File: config.mk
export PLATFORM = sky130hd
export DESIGN_NAME = moisture_sense_frontend
export DESIGN_NICKNAME = d
export VERILOG_FILES = /design/src/rtl/bms_pkg.sv /design/src/rtl/moisture_debounce.sv /design/src/rtl/moisture_sense_frontend.sv
export SDC_FILE = /design/constraint.sdc
export NUM_CORES = 1
export LEC_CHECK = 0
export ABC_CLOCK_PERIOD_IN_PS = 2500
export CAP_MARGIN = 20
export CORE_ASPECT_RATIO = 1.5
export CORE_MARGIN = 2
export CORE_UTILIZATION = 56
export DETAILED_ROUTE_END_ITERATION = 6
export GPL_ROUTABILITY_DRIVEN = 0
export PLACE_DENSITY = 0.81
export SETUP_SLACK_MARGIN = 0.3
export SKIP_CTS_REPAIR_TIMING = 1
export SYNTH_ARGS = -nofsm -noshare
export SYNTH_HDL_FRONTEND = slang
export SYNTH_HIERARCHICAL = 1
export SYNTH_SLANG_ARGS = --single-unit
File: constraint.sdc
create_clock -name clk -period 2.5 [get_ports clk]
set_clock_uncertainty 0.2 [all_clocks]
set_input_delay 0.25 -clock clk [delete_from_list [all_inputs] [get_ports clk]]
set_output_delay 0.25 -clock clk [all_outputs]
set_load 0.01 [all_outputs]
File: src/rtl/bms_pkg.sv
// Shared definitions for the battery-management sensing blocks: default timing
// parameters and the moisture front-end sequencer state encoding.
package bms_pkg;

  localparam int unsigned ExcPeriodDef = 8;
  localparam int unsigned SettleCycDef = 4;
  localparam int unsigned DebWetDef    = 3;
  localparam int unsigned DebDryDef    = 5;

  typedef enum logic [1:0] {
    StIdle,
    StWait,
    StSettle,
    StSample
  } fe_state_e;

  function automatic int unsigned max_u(input int unsigned a, input int unsigned b);
    return (a > b) ? a : b;
  endfunction

endpackage

File: src/rtl/moisture_debounce.sv
// Wet/dry sample debouncer with hysteresis: sets after DEB_WET wet samples in a
// row, clears after DEB_DRY dry samples in a row, otherwise holds.
module moisture_debounce
  import bms_pkg::*;
#(
  parameter int unsigned DEB_WET = DebWetDef,
  parameter int unsigned DEB_DRY = DebDryDef
) (
  input  logic clk,
  input  logic reset,
  input  logic clear,
  input  logic sample,
  input  logic wet,
  output logic moisture
);

  localparam int unsigned WetW = $clog2(DEB_WET + 1);
  localparam int unsigned DryW = $clog2(DEB_DRY + 1);
  localparam logic [WetW-1:0] WetMax = WetW'(DEB_WET);
  localparam logic [DryW-1:0] DryMax = DryW'(DEB_DRY);

  logic [WetW-1:0] wet_cnt_q, wet_cnt_d;
  logic [DryW-1:0] dry_cnt_q, dry_cnt_d;
  logic            moisture_q, moisture_d;

  // Clearing the counters leaves the flag itself untouched.
  always_comb begin
    wet_cnt_d  = wet_cnt_q;
    dry_cnt_d  = dry_cnt_q;
    moisture_d = moisture_q;
    if (clear) begin
      wet_cnt_d = '0;
      dry_cnt_d = '0;
    end else if (sample) begin
      if (wet) begin
        dry_cnt_d = '0;
        if (wet_cnt_q != WetMax) wet_cnt_d = wet_cnt_q + 1'b1;
        if (wet_cnt_d == WetMax) moisture_d = 1'b1;
      end else begin
        wet_cnt_d = '0;
        if (dry_cnt_q != DryMax) dry_cnt_d = dry_cnt_q + 1'b1;
        if (dry_cnt_d == DryMax) moisture_d = 1'b0;
      end
    end
  end

  always_ff @(posedge clk) begin
    if (reset) begin
      wet_cnt_q  <= '0;
      dry_cnt_q  <= '0;
      moisture_q <= 1'b0;
    end else begin
      wet_cnt_q  <= wet_cnt_d;
      dry_cnt_q  <= dry_cnt_d;
      moisture_q <= moisture_d;
    end
  end

  assign moisture = moisture_q;

endmodule

File: src/rtl/moisture_sense_frontend.sv
// Electrode moisture sensor front end: excitation sequencer with alternating
// polarity, baseline leakage fault detection and debounced moisture flag.
module moisture_sense_frontend
  import bms_pkg::*;
#(
  parameter int unsigned EXC_PERIOD = ExcPeriodDef,
  parameter int unsigned SETTLE_CYC = SettleCycDef,
  parameter int unsigned DEB_WET    = DebWetDef,
  parameter int unsigned DEB_DRY    = DebDryDef
) (
  input  logic clk,
  input  logic reset,
  input  logic enable,
  input  logic sense_in,
  output logic exc_drive,
  output logic exc_polarity,
  output logic moisture_sensor,
  output logic sample_valid,
  output logic sensor_fault
);

  localparam int unsigned PhaseW = $clog2(max_u(EXC_PERIOD, SETTLE_CYC) + 1);
  localparam logic [PhaseW-1:0] ExcLast    = PhaseW'(EXC_PERIOD - 1);
  localparam logic [PhaseW-1:0] SettleLast = PhaseW'(SETTLE_CYC - 1);

  logic sense_meta_q, sense_s;

  always_ff @(posedge clk) begin
    if (reset) begin
      sense_meta_q <= 1'b0;
      sense_s      <= 1'b0;
    end else begin
      sense_meta_q <= sense_in;
      sense_s      <= sense_meta_q;
    end
  end

  fe_state_e         state_q;
  logic [PhaseW-1:0] phase_q;
  logic              baseline_q;
  logic              prev_base_q;

  always_ff @(posedge clk) begin
    if (reset) begin
      state_q      <= StIdle;
      phase_q      <= '0;
      exc_drive    <= 1'b0;
      exc_polarity <= 1'b0;
      sample_valid <= 1'b0;
      baseline_q   <= 1'b0;
      prev_base_q  <= 1'b0;
      sensor_fault <= 1'b0;
    end else begin
      sample_valid <= 1'b0;
      if (!enable) begin
        state_q   <= StIdle;
        phase_q   <= '0;
        exc_drive <= 1'b0;
      end else begin
        unique case (state_q)
          StIdle: begin
            state_q <= StWait;
            phase_q <= '0;
          end
          StWait: begin
            if (phase_q == ExcLast) begin
              baseline_q <= sense_s;
              phase_q    <= '0;
              state_q    <= StSettle;
              exc_drive  <= 1'b1;
            end else begin
              phase_q <= phase_q + 1'b1;
            end
          end
          StSettle: begin
            if (phase_q == SettleLast) begin
              phase_q <= '0;
              state_q <= StSample;
            end else begin
              phase_q <= phase_q + 1'b1;
            end
          end
          StSample: begin
            state_q      <= StWait;
            exc_drive    <= 1'b0;
            exc_polarity <= ~exc_polarity;
            sample_valid <= 1'b1;
            prev_base_q  <= baseline_q;
            // A conductive path with excitation off means electrode leakage.
            if (baseline_q && prev_base_q) sensor_fault <= 1'b1;
          end
          default: state_q <= StIdle;
        endcase
      end
    end
  end

  logic sample_stb;
  logic deb_clear;
  logic moisture_db;

  assign sample_stb = enable && (state_q == StSample);
  assign deb_clear  = !enable;

  moisture_debounce #(
    .DEB_WET(DEB_WET),
    .DEB_DRY(DEB_DRY)
  ) u_debounce (
    .clk     (clk),
    .reset   (reset),
    .clear   (deb_clear),
    .sample  (sample_stb),
    .wet     (sense_s),
    .moisture(moisture_db)
  );

  // Fail-safe: a faulty sensor must block charging.
  assign moisture_sensor = moisture_db | sensor_fault;

endmodule

* Yosys cells after proc, flatten, opt, wreduce, memory -nomap -nowiden *
Index checks and enable logic that the tools add are counted.

word-level totals
  register bits after elaboration = 20
  logic and storage cells = 67

operators by class
  add/sub/neg operators = 3
  equality and inequality tests = 12
  mux-type cells = 22
  bitwise operators = 3
  reductions and logical operators = 14

operators by type and width
  kind                                           number
  2-to-1 mux 3 bit                               5
  2-to-1 mux 2 bit                               7
  case mux 4 bit (3 select lines)                1
  2-to-1 mux 4 bit                               2
  == test 2 bit, second input constant           3
  != test 2 bit, second input constant           3
  case mux 2 bit (3 select lines)                1
  AND reduction 2 bit                            3
  AND reduction 3 bit                            2
  2-to-1 mux 1 bit                               5
  adder 4 x 1 -> 4 bit, second input constant    1
  == test 4 x 2 -> 1 bit, second input constant  1
  == test 4 x 3 -> 1 bit, second input constant  1
  AND reduction 4 bit                            1
  nonzero test 2 bit                             2
  OR reduction 2 bit                             2
  adder 3 x 1 -> 3 bit, second input constant    1
  == test 3 bit, second input constant           1
  != test 3 bit, second input constant           1
  nonzero test 3 bit                             1
  adder 2 x 1 -> 2 bit, second input constant    1
  == test 2 x 1 -> 1 bit, second input constant  1
  logical AND 1 bit                              2
  logical NOT 2 bit                              1
  other kinds (4)                                5

* Depth between registers and ports, before layout *
Gate-level depths: netlist (run 1).

  word-level depth = 8
  gate-level depth with buffers = 7

* Cells and area by module *
Netlist (run 1), hierarchy kept.

by module, submodules not included
  module                   instances  cells each  area each (um^2)  seq. area each (um^2)
  moisture_sense_frontend  1          81          747.0             280.3
  moisture_debounce        1          41          350.3             120.1

* Worst setup path before layout (run 1) *
Ideal clock, no wire load.

  path kind = flip-flop to flip-flop
  start = register state_q[0]
  end = register phase_q[2]
  arrival = 1.523 ns
  required time = 2.225 ns
  slack = 0.702 ns
  stages on the path, launching flop included = 6
  buffers on the path = 0
  clock period less this slack = 1.798 ns
  path through = dfxtp_1 -> inv_1 -> ha_1 -> o21ba_4 -> or4b_1 -> o22ai_1

between the ends
  word-level cells in the longest chain between the ends = 2

ends and longest elaborated chain
  item                                                                   line                           RTL
  from (decl)                                                            moisture_sense_frontend.sv:38  fe_state_e state_q;
  from (signal assigned)                                                 moisture_sense_frontend.sv:45  state_q <= StIdle;
  from (signal assigned)                                                 moisture_sense_frontend.sv:56  state_q <= StIdle;
  from (signal assigned)                                                 moisture_sense_frontend.sv:62  state_q <= StWait;
  == test 2 bit (tied with other cells)                                  moisture_sense_frontend.sv:60  unique case (state_q)
  case mux 4 bit (3 select lines) or nonzero test 3 bit (tied branches)  -
  to (signal assigned)                                                   moisture_sense_frontend.sv:72  phase_q <= phase_q + 1'b1;
  to (signal assigned)                                                   moisture_sense_frontend.sv:80  phase_q <= phase_q + 1'b1;
  to (decl)                                                              moisture_sense_frontend.sv:39  logic [PhaseW-1:0] phase_q;

Parallel ways exist; a longest one is shown, timed or not.
A chain may end at the register's enable or synchronous reset.

* Worst setup path after layout (run 1) *
  start = register state_q[0]
  end = register u_debounce.moisture_q, in the netlist u_debounce/moisture

between the ends
  word-level cells in the longest chain between the ends = 3

ends and longest elaborated chain
  item                                  line                            RTL
  == test 2 bit                         moisture_sense_frontend.sv:102  assign sample_stb = enable && (state_q == StSample);
  logical AND 1 bit                     moisture_sense_frontend.sv:102
  named net sample_stb                  moisture_sense_frontend.sv:98   logic sample_stb;
  AND reduction 4 bit (no source line)  -
  to (signal assigned)                  moisture_debounce.sv:55         moisture_q <= moisture_d;
  to (decl)                             moisture_debounce.sv:24         logic moisture_q, moisture_d;

The timed path passes the listed nets, and every way through them passes these cells.

==> results of run 1 <==
-- metal layers --
metal  wire length (µm)  up-vias
li1                   -      458
met1                886      436
met2               1270       12
met3                 33        2
met4                 16        0
met5                  0        -
-- cell usage after synthesis (all sizes together) --
cell     number
buf           3
nor4bb        1
a31oi         2
nand3         6
a41oi         1
and3          2
xor2          1
o21ai         1
or4b          1
and2          1
a211o         1
nand2b        7
and4b         1
and3b         1
nor4b         1
o21ba         1
nand4         1
inv          10
o31a          1
nor2          7
a21oi         6
mux2          1
nor2b         4
dfxtp        20
o211ai        3
ha            8
nor3          2
o31ai         3
or3           1
or2           2
and2b         1
mux2i         2
nand2         9
nand3b        1
o21a          1
o32ai         1
a2111oi       2
nor3b         1
o22ai         2
a311oi        2
-- layout make-up --
type | count | area [µm²]
Multi-Input combinational cell | 89 | 632
Inverter | 10 | 37.5
Tap cell | 21 | 26.3
Fill cell | 175 | 611
Sequential cell | 20 | 400
Timing Repair Buffer | 9 | 87.6
Clock buffer | 4 | 36.3
-- critical path: stages, from the launching register on --
cell	delay (ns)
dfxtp_1	0.43
ha_1	0.27
nand2_1	0.14
inv_1	0.25
nor2b_1	0.20
a31oi_1	0.10
a311oi_1	0.27
-- kinds of logic after synthesis --
group	after synthesis	synth area share (%)
simple gates	50	26.6
xor+xnor	1	0.798
mux	3	2.85
compound gates	27	18.2
fa+ha+maj	8	9.12
buf+inv	13	5.93
flops	20	36.5
-- power by group through the flow --
| stage | clock network (mW) | registers (mW) | logic, mW |
|---|---|---|---|
| CTS | 0.189 | 0.329 | 0.0632 |
| global placement | 0 | 0.336 | 0.0614 |
| finish | 0.183 | 0.329 | 0.0634 |
| floorplan | 0 | 0.335 | 0.0479 |
| global route | 0.198 | 0.330 | 0.0697 |
| detailed placement | 0 | 0.337 | 0.0630 |
-- flip-flops by register name, summed over array words and instances, names as in the netlist --
register / count
prev_base_q: 1
phase_q: 4
sense_meta_q: 1
u_debounce/wet_cnt_q: 2
sensor_fault: 1
sense_s: 1
exc_drive: 1
baseline_q: 1
u_debounce/moisture: 1
exc_polarity: 1
state_q: 2
sample_valid: 1
u_debounce/dry_cnt_q: 3
-- layout by cell type (no fill, tap or decap), drive strengths merged, types with 3 or more instances in the layout --
| cell type | count |
|---|---|
| ha | 8 |
| nor2b | 4 |
| inv | 10 |
| nor2 | 7 |
| clkbuf | 4 |
| clkdlybuf4s50 | 8 |
| a21oi | 6 |
| o31ai | 3 |
| dfxtp | 20 |
| nand2 | 9 |
| o211ai | 3 |
| nand2b | 7 |
| nand3 | 6 |
-- final timing paths --
kind | start | slack, ns | endpoint | cells after the start
worst max-delay path | state_q[0]$_SDFFE_PP0P_ | 0.55 | u_debounce/moisture$_SDFFE_PP0P_ | 6
worst min-delay path | sense_meta_q$_SDFF_PP0_ | 0.26 | sense_s$_SDFF_PP0_ | 1
worst max register to register | state_q[0]$_SDFFE_PP0P_ | 0.55 | u_debounce/moisture$_SDFFE_PP0P_ | 6
worst min register to register | sense_meta_q$_SDFF_PP0_ | 0.26 | sense_s$_SDFF_PP0_ | 1
==> key figures, run 1 <==
Outcome
  – Status: completed

Route
  – Vias per cell: 5.93
  – DR iter-0 viols: 12
  – DRT Wirelength: 2.21 mm
  – WL/cell: 14.4 µm
  – Detailed-router iteration count before antenna repair: 4
  – Post-route DRC: 0
  – Total number of vias: 908
  – Post-route ant nets: 0

Timing
  – Minimum clock period: 1.95 ns
  – RSZ-0062 raised after global routing: false
  – Final hold vios: 0
  – Slew Limit Fails: 0
  – Setup TNS: 0 ns
  – Max Clk Rate: approximately 510 MHz
  – Least-Margin Pin Slew: about 0.38 ns
  – Max_slew headroom: about three quarters
  – Final setup vio count: 0
  – Hold WS: 0.262 ns
  – Final setup margin: ~0.55 ns
  – Period utilization: 78.1%

Die
  – Initial Util: between 50% and 60%
  – Core Box Area: 0.00183 mm²
  – Die area: 0.00234 mm²
  – IO Pins: 9
  – Die width: 40.1 µm
  – Die Y: 58.2 µm
  – Placement Rows: 19

GRT
  – GR Util All Layers: 22.3%
  – Met1 global-route usage: 22.6%
  – GR Util met2: 42.9%
  – First-pass GRT wire length: 3.68 mm
  – GR Util met3: roughly 2.3%
  – Largest net degree at the start of global routing: 12
  – Vias in the first global route: roughly 900
  – Initial antenna violation count: 0
  – Grt ovf: 0
  – Busiest layer in global routing: met2

Pwr
  – Sw frac: 23.2%
  – P_sw: 134 µW
  – Clock Power Share: 31.8%
  – Leak: 0.480 nW
  – Sequential share of power: 57.2%
  – Tot Pwr: about 580 µW
  – P per Cell Area: roughly 470 mW/mm²
  – Peak VDD IR: 0.390 mV
  – Cell internal pwr: approximately 440 µW
  – Combinational fraction of design power: 11.0%

Placed design
  – Port Buffers: 8
  – DP Area: 0.00118 mm²
  – Estimated wirelength of the detail-placed design: 1.75 mm
  – Pre-CTS setup slack: 0.322 ns
  – # placed instances: 149

Critical path
  – CP Capture Type: flip-flop
  – Startpoint Class: flip-flop
  – Required @ worst endpoint: 2.50 ns
  – CP Class: flip-flop to flip-flop
  – CP Max Fanout: 11
  – Crit path DAT: 1.95 ns

Clock network
  – CTS Buf Count: 3
  – Worst-path clk slew: 0.11 ns
  – Worst-Skew Late Latency: 0.29 ns
  – H-tree Lvls: 1
  – Clk sink count: 20
  – TritonCTS clock tree: built
  – Clock buffer depth: 2
  – CTS Root Cell: clkbuf_4

Logic synthesis
  – Register bit total from synthesis: 20
  – Area leader, netlist: dfxtp_1
  – Unique cell type count in the Yosys netlist: 44
  – Mapped Area: between 0.001 and 0.0015 mm²
  – Seq/Total Area, Yosys: between 30% and 40%
  – Mapped Cells: 122
  – Mapped Nets: 134
  – Yosys top cell area share: between 30% and 40%
  – Post-Syn Area per Cell: 8.99 µm²
  – Synthesis Warnings: 6
  – Synth top area cells: dfxtp_1 (36%), ha_1 (9.1%), nand2b_1 (3.4%)

Finish
  – Fin area: 0.00122 mm²
  – Final core utilization: 66.6%
  – Non-Filler Instances: 153
  – Ant. Diodes: 0
  – Fin nets: around 150
  – Share of post-route cells with drive strength above 1: a little under a tenth
  – Area Growth Syn to Fin: 11.2%

Hold path
  – Min-delay worst type: flip-flop to flip-flop

Run
  – Max-Cap Viols: 0
Power figures use the tool's default switching activity.
==> inputs of run 2 (changes only) <==
- ABC_CLOCK_PERIOD_IN_PS: 2500 -> 2000
- clock period: 2.5 -> 2 ns (I/O delays scaled with it)
==> run 2 against run 1 <==
  * Count of clock-buffer cells in the layout down 1
  * Core utilization up 5.4 points
  * Critical path depth down 2
  * Highest routed layer unchanged
  * Global-route usage down 2.0 points
  * Via count down 0.11%
  * Hold slack worse by 0.022 ns
  * Register-to-register slack worse by 0.32 ns
  * Maximum frequency up 10%
  * Largest cell class unchanged
  * Combinational power up 64%
  * Sequential share of layout area down 1.8 points
  * Final cell count up 2.6%
  * First-iteration DRC count up 130%
==> key figures, run 2 (synthesized netlist as in run 1, its figures left out) <==
Die
  – Die width: 40.1 µm (unchanged)
  – Placement Rows: 19 (unchanged)
  – Core Box Area: 0.00183 mm² (unchanged)
  – Initial Util: 59.9% (unchanged)
  – IO Pins: 9 (unchanged)
  – Die Y: 58.2 µm (unchanged)
  – Die area: 0.00234 mm² (unchanged)

Critical path
  – Startpoint Class: flip-flop
  – Slowest CP cell: nor4bb_1
  – Critical Path Sink: state_q[1]$_SDFFE_PP0P_
  – Worst R2R End: state_q[1]$_SDFFE_PP0P_
  – CP Max Fanout: 6 (-5)
  – Crit path DAT: 1.77 ns (-0.18 ns)
  – Largest stage delay on the critical path: 0.46 ns (+0.03 ns)
  – Crit-path cells: ha_1 -> nor4bb_1 -> o31ai_1 -> and3_1
  – R2R setup slack: 0.23 ns (-0.32 ns)
  – Required @ worst endpoint: 2.00 ns (-0.50 ns)
  – CP Class: flip-flop to flip-flop
  – Reg-to-Reg Start: phase_q[0]$_SDFFE_PP0P_
  – Reg2Reg Depth: 4 (-2)
  – CP Capture Type: flip-flop
  – Worst setup path start: phase_q[0]$_SDFFE_PP0P_

Pwr
  – Sw frac: 22.0% (-1.2 points)
  – Cell internal pwr: 660 µW (+49%)
  – Combinational fraction of design power: 12.3% (+1.3 points)
  – Peak VDD IR: 0.482 mV (+23%)
  – Leak: 0.527 nW (+9.7%)
  – P per Cell Area: 641 mW/mm² (+36%)
  – Clock Power Share: 39.0% (+7.2 points)
  – Sequential share of power: 48.7% (-8.5 points)
  – P_sw: 186 µW (+39%)

Clock network
  – Clock buffer depth: 2 (unchanged)
  – CTS Buf Count: 3 (unchanged)
  – CTS Root Cell: clkbuf_4
  – TritonCTS clock tree: built
  – Worst-Skew Late Latency: 0.30 ns (about the same)
  – H-tree Lvls: 1 (unchanged)
  – Clk sink count: 20 (unchanged)
  – Worst-path clk slew: 0.12 ns (about the same)

Finish
  – Fin nets: 149 (+2.8%)
  – Ant. Diodes: 0 (unchanged)
  – Top Registers: phase_q (4), u_debounce/dry_cnt_q (3)
  – Max FFs per register: 4 (unchanged)
  – Commonest non-fill, non-tap cell in the layout: dfxtp_1
  – Largest Register: phase_q
  – Area Growth Syn to Fin: 20.2%
  – Most frequent cells in the layout: dfxtp_1 (17), nand2_1 (8), inv_1 (7), nor2_1 (7), clkdlybuf4s50_1 (7)
  – Share of post-route cells with drive strength above 1: 19.1% (+10 points)

Route
  – Total number of vias: 907 (-0.11%)
  – DRT Wirelength: 2.28 mm (+3.0%)
  – Post-route DRC: 0 (unchanged)
  – Vias per cell: 5.78 (-2.7%)
  – Post-route ant nets: 0 (unchanged)
  – WL/cell: 14.5 µm (+0.36%)
  – Detailed-router iteration count before antenna repair: 4 (unchanged)
  – DR iter-0 viols: 27 (+15)

GRT
  – Busiest layer in global routing: met2
  – GR Util met2: 37.1% (-5.8 points)
  – Met1 global-route usage: 20.6% (-2.0 points)
  – Largest net degree at the start of global routing: 15 (+3)
  – Vias in the first global route: 819 (-8.4%)
  – Initial antenna violation count: 0 (unchanged)
  – GR Util All Layers: 20.3% (-2.0 points)
  – First-pass GRT wire length: 3.31 mm (-10%)
  – Grt ovf: 0 (unchanged)
  – GR Util met3: 2.68% (+0.38 points)

Timing
  – Final setup margin: 0.231 ns (-0.316 ns)
  – Setup TNS: 0 ns (unchanged)
  – Final hold vios: 0 (unchanged)
  – Max Clk Rate: 565 MHz (+10%)
  – Minimum clock period: 1.77 ns (-0.184 ns)
  – Period utilization: 88.4% (+10 points)
  – Max_slew headroom: 69.3% (-4.8 points)
  – Least-Margin Pin Slew: 0.454 ns (+0.0709 ns)
  – RSZ-0062 raised after global routing: true
  – Slew Limit Fails: 0 (unchanged)
  – Final setup vio count: 0 (unchanged)

Placed design
  – Estimated wirelength of the detail-placed design: 1.65 mm (-5.4%)
  – Port Buffers: 8 (unchanged)
  – Pre-CTS setup slack: 0.101 ns (-0.221 ns)

Hold path
  – Min-delay worst type: input port to flip-flop
  – Hold path cells: 2 (+1)

Run
  – Max-Cap Viols: 0 (unchanged)

Outcome
  – Status: completed
run 2: power by group through the flow:
stage / Sequential [mW] / Combinational (mW) / Clock [mW]
after detailed placement: 0.422 / 0.0861 / 0
after floorplan: 0.421 / 0.0634 / 0
final: 0.412 / 0.104 / 0.330
after global routing: 0.413 / 0.113 / 0.351
after global placement: 0.422 / 0.0823 / 0
after CTS: 0.413 / 0.0865 / 0.337
run 2: worst max-delay path, delay by kind of cell (launching register included):
family                   cells  cell delay, ns
flip-flops                   1            0.40
AND/OR/NAND/NOR              2            0.67
AO/OA/AOI/OAI                1            0.15
adder cells (fa/ha/maj)      1            0.26
run 2: worst min path at each step:
stage | end | start | slack [ns]
3_5_place_dp | sense_s$_SDFF_PP0_ | sense_meta_q$_SDFF_PP0_ | 0.25
3_3_place_gp | sense_s$_SDFF_PP0_ | sense_meta_q$_SDFF_PP0_ | 0.23
5_1_grt | sense_meta_q$_SDFF_PP0_ | sense_in | 0.25
6_report | sense_meta_q$_SDFF_PP0_ | sense_in | 0.24
4_1_cts | sense_meta_q$_SDFF_PP0_ | sense_in | 0.23
2_1_floorplan | u_debounce/moisture$_SDFFE_PP0P_ | reset | 0.07
run 2: layer usage:
layer	part of all wire, %	up-vias
li1	-	466
met1	42	431
met2	55	8
met3	2.2	2
met4	0.83	0
met5	0	-
run 2: through the flow:
stage / hold WS (ns) / area [µm²] / std cells / util (%) / power [mW]
floorplan: 0.0721 / 1110 / 122 / - / 0.484
CTS: 0.232 / 1260 / 154 / 68.7 / 0.836
detailed placement: 0.248 / 1200 / 150 / 65.8 / 0.508
global placement: 0.227 / 1200 / 150 / 65.8 / 0.504
global route: 0.251 / 1320 / 157 / 72.0 / 0.877
finish: 0.240 / 1320 / 157 / 72.0 / 0.846
run 2: cell type report:
class | instances | area (µm²)
clock buffers | 3 | 22.5
clock inverters | 1 | 30.0
fillers | 146 | 512
inverters | 10 | 40.0
multi-input cells | 89 | 671
flip-flops and latches | 20 | 409
well taps | 21 | 26.3
repair buffers | 13 | 120
